[src/rtl/act_lut_pkg.sv]
// act_lut_pkg: shared widths and the reset (ReLU) contents of the activation table.
//   DATA_W  : width of x, table samples and fetch outputs
//   FRAC_W  : low bits of x carried as the interpolation remainder
//   IDX_W   : table index width (DATA_W - FRAC_W)
//   ENTRIES : table depth, derived from IDX_W
package act_lut_pkg;

  localparam int unsigned DATA_W  = 8;
  localparam int unsigned FRAC_W  = 4;
  localparam int unsigned IDX_W   = DATA_W - FRAC_W;
  localparam int unsigned ENTRIES = 2 ** IDX_W;

  // ReLU sample at entry i; entry ENTRIES/2 corresponds to x = 0
  function automatic logic signed [DATA_W-1:0] relu_init(input int unsigned i);
    int v;
    v = (int'(i) - int'(ENTRIES / 2)) * int'(2 ** FRAC_W);
    return (v > 0) ? DATA_W'(v) : '0;
  endfunction

endpackage

[src/rtl/act_lut_table.sv]
// act_lut_table: activation sample store with two asynchronous read ports.
//   Optional build macro ACT_LUT_WRITE_EN:
//     defined   -> register file, reset to ReLU samples, one synchronous write port
//                  (clk, rst active-low synchronous, wr_en, wr_addr, wr_data)
//     undefined -> constant ReLU ROM, no clock or write ports
//   rd_addr_a / rd_data_a : base sample read
//   rd_addr_b / rd_data_b : neighbour sample read
module act_lut_table
  import act_lut_pkg::*;
(
`ifdef ACT_LUT_WRITE_EN
  input  logic                     clk,
  input  logic                     rst,
  input  logic                     wr_en,
  input  logic [IDX_W-1:0]         wr_addr,
  input  logic signed [DATA_W-1:0] wr_data,
`endif
  input  logic [IDX_W-1:0]         rd_addr_a,
  input  logic [IDX_W-1:0]         rd_addr_b,
  output logic signed [DATA_W-1:0] rd_data_a,
  output logic signed [DATA_W-1:0] rd_data_b
);

`ifdef ACT_LUT_WRITE_EN
  logic signed [DATA_W-1:0] mem [ENTRIES];

  // Reset has priority over a concurrent write; reads see pre-edge contents
  always_ff @(posedge clk) begin
    if (!rst) begin
      for (int unsigned i = 0; i < ENTRIES; i++) begin
        mem[i] <= relu_init(i);
      end
    end else if (wr_en) begin
      mem[wr_addr] <= wr_data;
    end
  end

  assign rd_data_a = mem[rd_addr_a];
  assign rd_data_b = mem[rd_addr_b];
`else
  // Constant ReLU ROM
  always_comb begin
    rd_data_a = relu_init(32'(rd_addr_a));
    rd_data_b = relu_init(32'(rd_addr_b));
  end
`endif

endmodule

[src/rtl/act_lut_fetch.sv]
// act_lut_fetch: front stage of the activation unit. Splits signed x into a table index
// and a fractional remainder, then fetches the two neighbouring table samples.
// Two-stage valid/ready pipeline (stage 1 holds x, stage 2 holds the fetch results).
//   clk, rst (synchronous, active-low)
//   in_valid/in_ready/x                      : upstream handshake and pre-activation value
//   out_valid/out_ready                      : downstream handshake
//   base/next_data/remaining                 : table[idx], table[min(idx+1,15)], x[3:0]
//   wr_en/wr_addr/wr_data                    : table write, present only with ACT_LUT_WRITE_EN
module act_lut_fetch
  import act_lut_pkg::*;
(
  input  logic                     clk,
  input  logic                     rst,
  input  logic                     in_valid,
  output logic                     in_ready,
  input  logic signed [DATA_W-1:0] x,
  output logic                     out_valid,
  input  logic                     out_ready,
  output logic signed [DATA_W-1:0] base,
  output logic signed [DATA_W-1:0] next_data,
  output logic signed [DATA_W-1:0] remaining
`ifdef ACT_LUT_WRITE_EN
  ,
  input  logic                     wr_en,
  input  logic [IDX_W-1:0]         wr_addr,
  input  logic signed [DATA_W-1:0] wr_data
`endif
);

  logic                     s1_valid;
  logic signed [DATA_W-1:0] s1_x;
  logic                     s1_load;
  logic                     s2_load;
  logic [IDX_W-1:0]         idx;
  logic [IDX_W-1:0]         idx_next;
  logic signed [DATA_W-1:0] rd_base;
  logic signed [DATA_W-1:0] rd_next;

  // Handshake: in_ready is combinational from out_ready by design
  always_comb begin
    s2_load  = !out_valid || out_ready;
    s1_load  = !s1_valid || s2_load;
    in_ready = s1_load;
  end

  // Offset-binary index (flip the sign bit) and clamped neighbour index
  always_comb begin
    idx      = {~s1_x[DATA_W-1], s1_x[DATA_W-2:FRAC_W]};
    idx_next = (idx == IDX_W'(ENTRIES - 1)) ? idx : idx + IDX_W'(1);
  end

  act_lut_table u_table (
`ifdef ACT_LUT_WRITE_EN
    .clk       (clk),
    .rst       (rst),
    .wr_en     (wr_en),
    .wr_addr   (wr_addr),
    .wr_data   (wr_data),
`endif
    .rd_addr_a (idx),
    .rd_addr_b (idx_next),
    .rd_data_a (rd_base),
    .rd_data_b (rd_next)
  );

  // Stage 1: capture x
  always_ff @(posedge clk) begin
    if (!rst) begin
      s1_valid <= 1'b0;
      s1_x     <= '0;
    end else if (s1_load) begin
      s1_valid <= in_valid;
      if (in_valid) begin
        s1_x <= x;
      end
    end
  end

  // Stage 2: register the fetched samples and the unsigned remainder
  always_ff @(posedge clk) begin
    if (!rst) begin
      out_valid <= 1'b0;
      base      <= '0;
      next_data <= '0;
      remaining <= '0;
    end else if (s2_load) begin
      out_valid <= s1_valid;
      if (s1_valid) begin
        base      <= rd_base;
        next_data <= rd_next;
        remaining <= {{(DATA_W - FRAC_W){1'b0}}, s1_x[FRAC_W-1:0]};
      end
    end
  end

endmodule
[config.mk]
export PLATFORM = sky130hd
export DESIGN_NAME = act_lut_fetch
export DESIGN_NICKNAME = d
export VERILOG_FILES = /design/src/rtl/act_lut_pkg.sv /design/src/rtl/act_lut_table.sv /design/src/rtl/act_lut_fetch.sv
export SDC_FILE = /design/constraint.sdc
export NUM_CORES = 1
export LEC_CHECK = 0
export ABC_CLOCK_PERIOD_IN_PS = 1920
export CORE_MARGIN = 10
export CORE_UTILIZATION = 43
export DETAILED_ROUTE_END_ITERATION = 8
export PLACE_DENSITY = 0.87
export SYNTH_ARGS = -nofsm -noshare
export SYNTH_HDL_FRONTEND = slang
export SYNTH_SLANG_ARGS = --single-unit
[constraint.sdc]
create_clock -name clk -period 1.92 [get_ports clk]
set_clock_uncertainty 0.1 [all_clocks]
set_input_delay 0.384 -clock clk [delete_from_list [all_inputs] [get_ports clk]]
set_output_delay 0.384 -clock clk [all_outputs]
set_load 0.02 [all_outputs]
==> flow_summary.ini, run 1 <==
[final_layout]
area_growth_pct = 28.6
fin_nets = 159
final_cells = 172
n_fill_cell = 213
n_antenna_cell = 0
drive_gt1_share_pct = 9.03
multi_input_area_um2 = 500
seqCellArea_um2 = 440

[floorplan]
core-area_um2 = 2250
start_util_pct = 45.7
die_w_um = 69.0
io_pins = 38
die_y_um = 69.0
placementRows = 17
fp.dieArea_um2 = 4760

[worst_setup_path]
critPathMaxFanout = 3
crit_arrival_ps = 1310
ff2ff_path_depth = 5
crit_slowest_cell = clkdlybuf4s50_1
cp-start-kind = flop
required_ps = 1440
path_cells = clkdlybuf4s50_1
critPathKind = flop to output port
r2r-start = s1_x[4]$_SDFFE_PN0P_
timing.rr.end = next_data[5]$_SDFFE_PN0P_
reg2reg_slack_ps = 310
critPathLaunch = out_valid$_SDFFE_PN0P_
cp_top_family = buffers and inverters
crit_buf_inv = 1
max_stage_delay_ps = 620
cp-end-kind = output port

[yosys]
syn_area_um2 = 1030
seq_area_frac_synth_pct = 42.7
synth_area_leaders = dfxtp_1 43%, buf_4 8.7%, a21boi_1 8.0%
ys_seq_elements = 22
synth.avg_cell_area_um2 = 8.81
yosysWarnings = 0
synth_cell_type_count = 29
synth_top_area_share_pct = 42.7
synth_xor_area_share_pct = 0.850
synth-compound-area-share_pct = 18.7
synth_area_leader_cell = dfxtp_1
synth.area.mux_share_pct = 0
synth_top_family_by_area = simple AND/OR/NAND/NOR gates
synth_fa_ha_area_share_pct = 2.43
synthSimpleGateAreaFrac_pct = 22.2
synthCells = 117

[detailed_routing]
vias = 859
drt_iter0_drc = 10
drtAntennaViolNets = 0
routedWlPerCell_um = 13.8
routed_wirelength_mm = 2.38
remaining_drc_errors = 0
viasPerCell = 4.99
dr.pass1.iters = 4

[pwr]
power.leakage_nw = 0.524
power_density_nw_per_um2 = 754
peakVddDrop_mv = 0.425

[grt]
antenna_found_initial = 0
grt_pass1_wl_mm = 3.76
grt-ovfl-total = 0
grt_pass1_vias = 891
grt_max_degree = 14
grt_usage_pct = 10.3

[place]
gp_congestion = 0.798
place_inst = 168
portBuffers = 25
dp_hpwl_mm = 1.97

[clock_network]
cts_made_buffers = 3
clk_latency_ps = 320
clock_sinks = 22
cts_tree = done
htree_levels = 1
clockBufferDepth = 2
path_clk_slew_ps = 120
postCtsSetupBuffers = 0
clock-root-buffer = clkbuf_4

[min_path]
min_to = next_data[4]$_SDFFE_PN0P_
hold_class = flop to flop
hold_start = next_data[4]$_SDFFE_PN0P_
hold_depth = 2

[timing]
period_minus_slack_ps = 1790
hold_viol = 0
finalSetupTns_ps = 0
fmaxAchievable_mhz = 559
drv_slew = 0
timing.final.crit_share_pct = 93.2
setup-violations-final = 0
rsz0062_at_grt = false

[status]
status = complete, no violations

[flow_run]
cap_violations = 0
==> report_power, final <==
part / leakage [nW] / internal [mW] / switching (mW)
clock network: 0.0279 / 0.211 / 0.148
logic: 0.316 / 0.0682 / 0.0794
registers: 0.180 / 0.475 / 0.0174
==> layout make-up <==
class	count	area share, %
timing repair buffer	30	21.3
inverter	4	1.13
clock inverter	1	2.26
tap	28	2.64
sequential	22	33.2
clock buffer	3	1.70
multi-input combinational	84	37.7
==> routing by layer <==
layer / routed length (µm) / vias to the layer above / global-route usage, %
met2: 1160 / 31 / 19.2
met4: 42 / 0 / 5.17
met3: 255 / 5 / 2.90
met5: 0 / - / 0
met1: 922 / 398 / 10.1
li1: - / 425 / -
==> worst register-to-register path, delay by kind of cell (launching register included) <==
kind | cells | cell delay [ps]
AO/OA/AOI/OAI | 3 | 590
adder cells (fa/ha/maj) | 1 | 270
flip-flops | 1 | 490
AND/OR/NAND/NOR | 1 | 90
==> cells by family (layout without fill, tap and decap cells) <==
family          Yosys count  in the layout
compound gates           26             26
other cells               1             12
xor+xnor                  1              1
fa+ha+maj                 2              2
simple gates             43             43
flops                    22             22
buf+inv                  22             38
==> synthesized netlist by cell type <==
library cell / count
o21ai_0: 2
nor4b_2: 1
xnor2_1: 1
a22oi_1: 2
clkbuf_1: 3
nand2_2: 1
nor2b_1: 4
nand2b_1: 1
a21boi_0: 5
nand3b_1: 3
buf_2: 3
nand4_1: 1
o211a_1: 1
a21boi_1: 11
a31oi_1: 1
and3_1: 2
nand2_1: 20
conb_1: 1
ha_1: 2
dfxtp_1: 22
buf_4: 12
or3_1: 1
a21oi_1: 1
nand3_1: 8
o21a_1: 1
o221ai_1: 1
o32a_1: 1
inv_1: 4
nor2b_4: 1
==> cells in the final DEF (no fill, tap or decap), types with 2 or more instances in the layout <==
cell / n
clkdlybuf4s50_1: 24
buf_4: 5
nand2_1: 20
nand3b_1: 3
nor2b_1: 4
a22oi_1: 2
clkbuf_4: 3
a21boi_0: 5
ha_1: 2
o21ai_0: 2
nand3_1: 8
a21boi_1: 11
inv_1: 4
dfxtp_1: 22
and3_1: 2
conb_1: 12
==> registers in the layout (all words and copies together) (netlist names) <==
register   cells
s1_valid       1
next_data      4
out_valid      1
s1_x           8
remaining      4
base           4
==> worst max path at each step <==
| stage | to | slack, ps | cells after the start |
|---|---|---|---|
| detailed placement | in_ready | -260 | 3 |
| global placement | in_ready | -270 | 3 |
| finish | out_valid | 130 | 1 |
| floorplan | next_data[5]$_SDFFE_PN0P_ | 500 | 5 |
| global route | remaining[1] | 70 | 1 |
| CTS | in_ready | 9 | 3 |
==> stage by stage <==
| stage | setup WS, ps | area, µm² | hold WS (ps) | total power [mW] | util (%) |
|---|---|---|---|---|---|
| 2_1_floorplan | 496 | 1070 | 331 | 0.607 | - |
| 3_3_place_gp | -271 | 1280 | 338 | 0.643 | 56.7 |
| 3_5_place_dp | -257 | 1280 | 345 | 0.650 | 56.7 |
| 4_1_cts | 8.94 | 1330 | 362 | 1.00 | 59.0 |
| 5_1_grt | 72.4 | 1330 | 375 | 1.04 | 58.8 |
| 6_report | 130 | 1330 | 362 | 0.999 | 58.8 |
==> repair_timing <==
action                                  in CTS  in global routing
gates resized for setup                      1                  2
endpoints found under the setup margin       1                  1
endpoints found under the hold margin        0                  0
hold buffers                                 0                  0
(Power assumes the default switching activity.)
==> run 2, diff against run 1 <==
--- a/config.mk
+++ b/config.mk
@@ -10,6 +10,7 @@
 export CORE_UTILIZATION = 43
 export DETAILED_ROUTE_END_ITERATION = 8
 export PLACE_DENSITY = 0.87
+export SLEW_MARGIN = 10
 export SYNTH_ARGS = -nofsm -noshare
 export SYNTH_HDL_FRONTEND = slang
 export SYNTH_SLANG_ARGS = --single-unit
==> results of run 2 <==
The final DEF is identical to that of run 1; final timing and power are the same.
